<file path="src/rtl/regfile_pkg.sv">
// Shared register-file constants and bus types for the decode-stage register file.
package regfile_pkg;
    localparam int RegNum     = 32;
    localparam int RegNumLog2 = 5;
    localparam int RegBusW    = 32;

    typedef logic [RegBusW-1:0]    RegBus;
    typedef logic [RegNumLog2-1:0] RegAddrBus;

    localparam RegBus ZeroWord    = '0;
    localparam logic  WriteEnable = 1'b1;
    localparam logic  ReadEnable  = 1'b1;
endpackage

</file>
<file path="src/rtl/regfile_if.sv">
// Decode/WB-facing bus of the register file: write-back port, two read ports, EX/MEM forwarding.
interface regfile_if #(
    parameter int DATA_W = 32,
    parameter int ADDR_W = 5
);
    logic              we;
    logic [ADDR_W-1:0] waddr;
    logic [DATA_W-1:0] wdata;
    logic              re1;
    logic [ADDR_W-1:0] raddr1;
    logic [DATA_W-1:0] rdata1;
    logic              re2;
    logic [ADDR_W-1:0] raddr2;
    logic [DATA_W-1:0] rdata2;
    logic              ex_we;
    logic [ADDR_W-1:0] ex_waddr;
    logic [DATA_W-1:0] ex_wdata;
    logic              ex_is_load;
    logic              mem_we;
    logic [ADDR_W-1:0] mem_waddr;
    logic [DATA_W-1:0] mem_wdata;
    logic              stallreq;

    modport master (
        output we, waddr, wdata, re1, raddr1, re2, raddr2,
               ex_we, ex_waddr, ex_wdata, ex_is_load, mem_we, mem_waddr, mem_wdata,
        input  rdata1, rdata2, stallreq
    );

    modport slave (
        input  we, waddr, wdata, re1, raddr1, re2, raddr2,
               ex_we, ex_waddr, ex_wdata, ex_is_load, mem_we, mem_waddr, mem_wdata,
        output rdata1, rdata2, stallreq
    );
endinterface

</file>
<file path="src/rtl/regfile_read_port.sv">
// One combinational read port: youngest-producer forwarding mux plus load-use stall detection.
module regfile_read_port
    import regfile_pkg::*;
#(
    parameter int DATA_W = RegBusW,
    parameter int ADDR_W = RegNumLog2
) (
    input  logic              rst_i,
    input  logic              re_i,
    input  logic [ADDR_W-1:0] raddr_i,
    input  logic [DATA_W-1:0] arr_word_i,
    input  logic              we_i,
    input  logic [ADDR_W-1:0] waddr_i,
    input  logic [DATA_W-1:0] wdata_i,
    input  logic              ex_we_i,
    input  logic [ADDR_W-1:0] ex_waddr_i,
    input  logic [DATA_W-1:0] ex_wdata_i,
    input  logic              ex_is_load_i,
    input  logic              mem_we_i,
    input  logic [ADDR_W-1:0] mem_waddr_i,
    input  logic [DATA_W-1:0] mem_wdata_i,
    output logic [DATA_W-1:0] rdata_o,
    output logic              port_stall_o
);
    always_comb begin
        rdata_o      = '0;
        port_stall_o = 1'b0;
        if (rst_i || re_i != ReadEnable || raddr_i == '0) begin
            rdata_o = '0;
        end else if (ex_we_i && ex_waddr_i == raddr_i) begin
            // A load in EX has no data yet: return 0 and hold decode a cycle.
            if (!ex_is_load_i) begin
                rdata_o = ex_wdata_i;
            end else begin
                port_stall_o = 1'b1;
            end
        end else if (mem_we_i && mem_waddr_i == raddr_i) begin
            rdata_o = mem_wdata_i;
        end else if (we_i == WriteEnable && waddr_i == raddr_i) begin
            rdata_o = wdata_i;
        end else begin
            rdata_o = arr_word_i;
        end
    end
endmodule

</file>
<file path="src/rtl/regfile.sv">
// 32 x 32 RISC-V integer register file: storage, WB write port, and two forwarding read ports.
module regfile
    import regfile_pkg::*;
#(
    parameter int DATA_W   = RegBusW,
    parameter int ADDR_W   = RegNumLog2,
    parameter int NUM_REGS = RegNum
) (
    input logic      clk,
    input logic      rst,
    regfile_if.slave bus
);
    logic [DATA_W-1:0] mem_q [NUM_REGS];
    logic [DATA_W-1:0] rdata1_d;
    logic [DATA_W-1:0] rdata2_d;
    logic              stall1_d;
    logic              stall2_d;

    always_ff @(posedge clk) begin
        if (rst) begin
            for (int i = 0; i < NUM_REGS; i++) begin
                mem_q[i] <= '0;
            end
        end else if (bus.we == WriteEnable && bus.waddr != '0) begin
            mem_q[bus.waddr] <= bus.wdata;
        end
    end

    regfile_read_port #(.DATA_W(DATA_W), .ADDR_W(ADDR_W)) u_port1 (
        .rst_i        (rst),
        .re_i         (bus.re1),
        .raddr_i      (bus.raddr1),
        .arr_word_i   (mem_q[bus.raddr1]),
        .we_i         (bus.we),
        .waddr_i      (bus.waddr),
        .wdata_i      (bus.wdata),
        .ex_we_i      (bus.ex_we),
        .ex_waddr_i   (bus.ex_waddr),
        .ex_wdata_i   (bus.ex_wdata),
        .ex_is_load_i (bus.ex_is_load),
        .mem_we_i     (bus.mem_we),
        .mem_waddr_i  (bus.mem_waddr),
        .mem_wdata_i  (bus.mem_wdata),
        .rdata_o      (rdata1_d),
        .port_stall_o (stall1_d)
    );

    regfile_read_port #(.DATA_W(DATA_W), .ADDR_W(ADDR_W)) u_port2 (
        .rst_i        (rst),
        .re_i         (bus.re2),
        .raddr_i      (bus.raddr2),
        .arr_word_i   (mem_q[bus.raddr2]),
        .we_i         (bus.we),
        .waddr_i      (bus.waddr),
        .wdata_i      (bus.wdata),
        .ex_we_i      (bus.ex_we),
        .ex_waddr_i   (bus.ex_waddr),
        .ex_wdata_i   (bus.ex_wdata),
        .ex_is_load_i (bus.ex_is_load),
        .mem_we_i     (bus.mem_we),
        .mem_waddr_i  (bus.mem_waddr),
        .mem_wdata_i  (bus.mem_wdata),
        .rdata_o      (rdata2_d),
        .port_stall_o (stall2_d)
    );

    assign bus.rdata1   = rdata1_d;
    assign bus.rdata2   = rdata2_d;
    assign bus.stallreq = stall1_d | stall2_d;
endmodule

</file>
<file path="src/flat_wrapper.sv">
// flat-port wrapper written by rule: the top's interface ports become plain ports
module regfile_flat import regfile_pkg::*;
#(
    parameter int DATA_W   = RegBusW,
    parameter int ADDR_W   = RegNumLog2,
    parameter int NUM_REGS = RegNum
)
  (clk, rst, bus_we, bus_waddr, bus_wdata, bus_re1, bus_raddr1, bus_re2, bus_raddr2, bus_ex_we, bus_ex_waddr, bus_ex_wdata, bus_ex_is_load, bus_mem_we, bus_mem_waddr, bus_mem_wdata, bus_rdata1, bus_rdata2, bus_stallreq);
  regfile_if #(.DATA_W(DATA_W), .ADDR_W(ADDR_W)) bus_i ();
  input logic clk;
  input logic rst;
  input wire logic [$bits(bus_i.we)-1:0] bus_we;
  input wire logic [$bits(bus_i.waddr)-1:0] bus_waddr;
  input wire logic [$bits(bus_i.wdata)-1:0] bus_wdata;
  input wire logic [$bits(bus_i.re1)-1:0] bus_re1;
  input wire logic [$bits(bus_i.raddr1)-1:0] bus_raddr1;
  input wire logic [$bits(bus_i.re2)-1:0] bus_re2;
  input wire logic [$bits(bus_i.raddr2)-1:0] bus_raddr2;
  input wire logic [$bits(bus_i.ex_we)-1:0] bus_ex_we;
  input wire logic [$bits(bus_i.ex_waddr)-1:0] bus_ex_waddr;
  input wire logic [$bits(bus_i.ex_wdata)-1:0] bus_ex_wdata;
  input wire logic [$bits(bus_i.ex_is_load)-1:0] bus_ex_is_load;
  input wire logic [$bits(bus_i.mem_we)-1:0] bus_mem_we;
  input wire logic [$bits(bus_i.mem_waddr)-1:0] bus_mem_waddr;
  input wire logic [$bits(bus_i.mem_wdata)-1:0] bus_mem_wdata;
  output wire logic [$bits(bus_i.rdata1)-1:0] bus_rdata1;
  output wire logic [$bits(bus_i.rdata2)-1:0] bus_rdata2;
  output wire logic [$bits(bus_i.stallreq)-1:0] bus_stallreq;
  assign bus_i.we = bus_we;
  assign bus_i.waddr = bus_waddr;
  assign bus_i.wdata = bus_wdata;
  assign bus_i.re1 = bus_re1;
  assign bus_i.raddr1 = bus_raddr1;
  assign bus_i.re2 = bus_re2;
  assign bus_i.raddr2 = bus_raddr2;
  assign bus_i.ex_we = bus_ex_we;
  assign bus_i.ex_waddr = bus_ex_waddr;
  assign bus_i.ex_wdata = bus_ex_wdata;
  assign bus_i.ex_is_load = bus_ex_is_load;
  assign bus_i.mem_we = bus_mem_we;
  assign bus_i.mem_waddr = bus_mem_waddr;
  assign bus_i.mem_wdata = bus_mem_wdata;
  assign bus_rdata1 = bus_i.rdata1;
  assign bus_rdata2 = bus_i.rdata2;
  assign bus_stallreq = bus_i.stallreq;
  regfile #(.DATA_W(DATA_W), .ADDR_W(ADDR_W), .NUM_REGS(NUM_REGS)) u_core (.clk(clk), .rst(rst), .bus(bus_i));
endmodule
</file>
<file path="config.mk">
export PLATFORM = sky130hd
export DESIGN_NAME = regfile_flat
export DESIGN_NICKNAME = d
export VERILOG_FILES = /design/src/rtl/regfile_pkg.sv /design/src/rtl/regfile_if.sv /design/src/rtl/regfile_read_port.sv /design/src/rtl/regfile.sv /design/src/flat_wrapper.sv
export SDC_FILE = /design/constraint.sdc
export NUM_CORES = 2
export LEC_CHECK = 0
export BUFFER_PORTS_ARGS = -buffer_cell sky130_fd_sc_hd__clkbuf_2
export CAP_MARGIN = 5
export CELL_PAD_IN_SITES_DETAIL_PLACEMENT = 1
export CELL_PAD_IN_SITES_GLOBAL_PLACEMENT = 1
export CORE_UTILIZATION = 36
export CTS_CLUSTER_SIZE = 8
export DETAILED_ROUTE_END_ITERATION = 16
export PLACE_DENSITY = 0.7
export SKIP_CTS_REPAIR_TIMING = 1
export SYNTH_ARGS = -nofsm -noshare
export SYNTH_HDL_FRONTEND = slang
export SYNTH_HIERARCHICAL = 1
export SYNTH_SLANG_ARGS = --single-unit
</file>
<file path="constraint.sdc">
create_clock -name clk -period 2.05 [get_ports clk]
set_input_delay 0 -clock clk [delete_from_list [all_inputs] [get_ports clk]]
set_output_delay 0 -clock clk [all_outputs]
set_load 0.005 [all_outputs]
</file>
; ---- Word-level counts from Yosys, hierarchy flattened
; Memories as Yosys holds them, arrays and structs flattened.
; Cells that the tools add are included.
; Widths: inputs -> output; s select.
[word_totals]
reg_bits = 0
mem_bits_rw = 1024
inputBits = 129
out_inout_bits = 65
word_cells = 47
memories = 1
[classes]
n_eq_ne = 6
muxes = 22
bitwise = 3
n_reduce_logical = 15
[mem_list]
columns = name, depth, word_bits, rd, rd_clocked_by_memory_dff, write_ports, line
row1 = u_core.mem_q, 32, 32, 2, 0, 32, regfile.sv:13  ; logic [DATA_W-1:0] mem_q [NUM_REGS];
[op_table]
columns = operator, count
row1 = $mux 32, 10
row2 = $reduce_or 32->1, 1
row3 = $eq 5x5->1, 6
row4 = $mux 1, 11
row5 = $logic_not 5->1, 2
row6 = $logic_and 1x1->1, 7
row7 = $mux 5, 1
row8 = $reduce_bool 5->1, 1
row9 = $logic_or 1x1->1, 4
row10 = $not 1->1, 2
row11 = $or 1x1->1, 1

; ---- Depth between registers and ports, before layout
[depth]
ltp_word = 7
depth_mapped = 10
mapped_depth_nobuf = 7

; ---- Cells and area by module
; The synthesis kept the hierarchy.
[by_module_without_submodules]
columns = module, n_inst, cells_per_inst, area_each_um2, seq_area_each_um2
row1 = regfile, 1, 4606, 55911.1, 30749.5
row2 = regfile_read_port, 2, 182, 1480.2, 0.0

; ---- Worst setup path after synthesis
; Ideal clock, no wire load.
[synth_timing]
kind = input to register
start = in rst
end = mem u_core.mem_q[12][0] (enable)
setup_time_ns = 0.375
arrival_ns = 1.255
required_time_ns = 1.675
setup_slack_ns = 0.421
stages = 5
n_path_buf = 1
cell_sequence = nand2b_1 > or3_1 > buf_4 > nor2_4 > or2_2
[synth_lines]
columns = element, line
row1 = "start, declared", flat_wrapper.sv:11  ; input logic rst;
row2 = "end, declared", regfile.sv:13

==> impl_metrics.tcl <==
set metrics [dict create \
    min_period_ns 2.79 \
    failed_checks "hold timing, setup timing" \
    finalNetCount 5564 \
    crit_start "u_core/mem_q[2][30]" \
    postSynthCellCount 4970 \
    whs_ns -0.0298 \
    drive_above_1_share_pct 22.3 \
    clk_path_buf_depth 3 \
    crit_fanout 2 \
    min_path_type "in2reg" \
    drt-initial-drc-count 4798 \
    first_pass_iters 5 \
    timing.final.crit_share_pct 136 \
    htree_levels 4 \
    irDropWorstVdd_v 0.000806 \
    cts_root_buf "clkbuf_16" \
    slew_violations 0 \
    largest_reg_flops 1024 \
    largest_register "u_core/mem_q" \
    pwr-share-comb_pct 15.7 \
    overflow 0 \
    wl_mm 239 \
    ys_seq_area_share_pct 52.2 \
    slew-limit-headroom_pct 45.6 \
    setup_violations 64 \
    fmaxAchievable_mhz 358 \
    die_h_microns 406 \
    gp_congestion 0.898 \
    hpwl_mm 162 \
    num_vias 45700 \
    syn_area_per_cell_sq_um 11.8 \
    power.total_w 0.0556 \
    grt_max_degree 56 \
    groute.usage.overall_pct 28.3 \
    antenna_left 0 \
    cap_violations 0 \
    start_util_pct 36.2 \
    synth_top_cells_by_count "edfxtp_1 (1024), mux2i_1 (1024), and2_1 (994)" \
    synth_top_cell_by_area "edfxtp_1" \
    status "finished with violations" \
    core_sq_um 163000 \
    async_reset_ff_share_pct 0 \
    intPower_w 0.0407 \
    area_growth_pct 23.7 \
    setup_slack_ns -0.742 \
    rsz0062_at_grt "true" \
    synth-edff-count 1024 \
    p_clk_share_pct 39.5 \
    synth_top_area_share_pct 52.2 \
    drc 0 \
    placed_cells 7453 \
    cts_buffers 146 \
    switching_share_pct 26.8 \
    wire_per_inst_microns 31.3 \
    synth_area_sq_um 58900 \
    ys_ff_latch 1024 \
    die_w_microns 406 \
    grt_pass1_vias 47700 \
    path_class "reg2out" \
    crit_end "bus_rdata1[30]" \
    io_pins 194 \
    p_per_area_nw_per_um2 764 \
    hold_viol 41 \
    grt_pass1_wl_mm 336 \
    cp.arrival_ns 2.79 \
    synth_area_leaders "edfxtp_1 (52%), mux2i_1 (17%), and2_1 (11%)" \
    worstMarginPinSlew_ns 0.815 \
    leakagePower_nw 28.7 \
    via_per_inst 5.99 \
    rows 148 \
    start_kind "register" \
    p_sw_w 0.0149 \
    final_cells 7632 \
    portBuffers 193 \
    synth-main-ff-cell "edfxtp_1" \
    synth.distinct_cells 44 \
    crit_path_end_kind "primary output" \
    dieArea_sq_um 165000 \
    worstPathRequired_ns 2.05 \
    seq_power_share_pct 44.7 \
    top_regs "u_core/mem_q: 1024 flops" \
    cts_tree "yes" \
    antenna_found_initial 15 \
    cts.sinks 1024 \
    path_clk_slew_ns 0.05 \
    ys_warn_count 6 \
]
-- cells by family (layout without fill, tap and decap cells) --
group           after synthesis  in the layout  synth area share (%)
buf+inv                     496            947                  4.14
compound gates              772            772                  9.79
xor+xnor                     30             30                 0.446
mux                        1024           1024                  17.4
simple gates               1623           1623                  16.0
other cells                   1             37               0.00637
flops                      1024           1024                  52.2
-- power by group through the flow --
stage               clock (W)  sequential, W  combinational, W
floorplan                   0         0.0250           0.00418
global placement            0         0.0251           0.00788
detailed placement          0         0.0253           0.00801
CTS                    0.0222         0.0249           0.00806
global route           0.0228         0.0250           0.00906
finish                 0.0220         0.0249           0.00876
-- layout make-up --
type                            instances  area [sq um]
Fill cell                           17000         89800
Sequential cell                      1024         30700
Multi-Input combinational cell       3481         27500
Timing Repair Buffer                  780          7880
Clock buffer                          152          3780
Tap cell                             2175          2720
Clock inverter                         13           141
Antenna cell                            5          12.5
Inverter                                2          7.51
-- critical path, cell delays in order, from the launching register on --
cell and delay (ns):
edfxtp_1 0.40, mux2i_1 0.17, a22o_2 0.23, nor3_2 0.05
buf_4 0.16, a31oi_4 0.14, buf_6 0.13, nand3_4 0.10
a221oi_2 0.28, buf_4 0.15, o2bb2ai_1 0.08, clkbuf_2 0.13
-- how the worst min path moves through the flow --
stage | startpoint | end | slack [ns] | cells after the start
2_1_floorplan | bus_ex_wdata[0] | bus_rdata1[0] | 0.11 | 1
3_3_place_gp | bus_ex_wdata[2] | bus_rdata2[2] | 0.30 | 3
3_5_place_dp | bus_ex_wdata[15] | bus_rdata1[15] | 0.30 | 3
4_1_cts | rst | u_core/mem_q[0][1] | -0.27 | 2
5_1_grt | bus_wdata[11] | u_core/mem_q[16][11] | 0.003 | 2
6_report | bus_wdata[9] | u_core/mem_q[20][9] | -0.03 | 2
-- through the flow --
stage	cell area (sq um)	worst slack, ns	setup TNS [ns]	hold slack, ns	util [%]
floorplan	59000	0.421	0	0.106	-
global placement	67200	-1.02	-54.57	0.297	41.3
detailed placement	67300	-0.586	-24.73	0.302	41.4
CTS	71200	-0.966	-43.86	-0.268	43.8
global route	72800	-0.856	-41.09	0.00282	44.8
finish	72800	-0.742	-34.94	-0.0298	44.8
-- cell usage in the layout, fill, tap and decap left out, types with 39 or more instances in the layout --
master / netlist / routed
clkbuf_2: 10 / 170
o2bb2ai_1: 64 / 53
o21ai_1: 42 / 42
nand2_1: 198 / 196
nand3_1: 195 / 141
and2_1: 994 / 992
buf_12: 0 / 188
clkbuf_16: 0 / 151
buf_4: 72 / 362
a22o_1: 128 / 126
mux2i_1: 1024 / 1022
edfxtp_1: 1024 / 1024
a221oi_2: 60 / 39
and3_1: 64 / 64
a22oi_1: 192 / 192
a21oi_1: 192 / 192
-- routing by layer --
metal | up-vias | global-route usage (%) | wire (microns)
li1 | 19300 | - | -
met1 | 23700 | 36.5 | 95800
met2 | 2211 | 46.2 | 112000
met3 | 546 | 4.22 | 19000
met4 | 2 | 14.4 | 12200
met5 | - | 0 | 13
No activity file was read; power rests on OpenSTA's default activity.
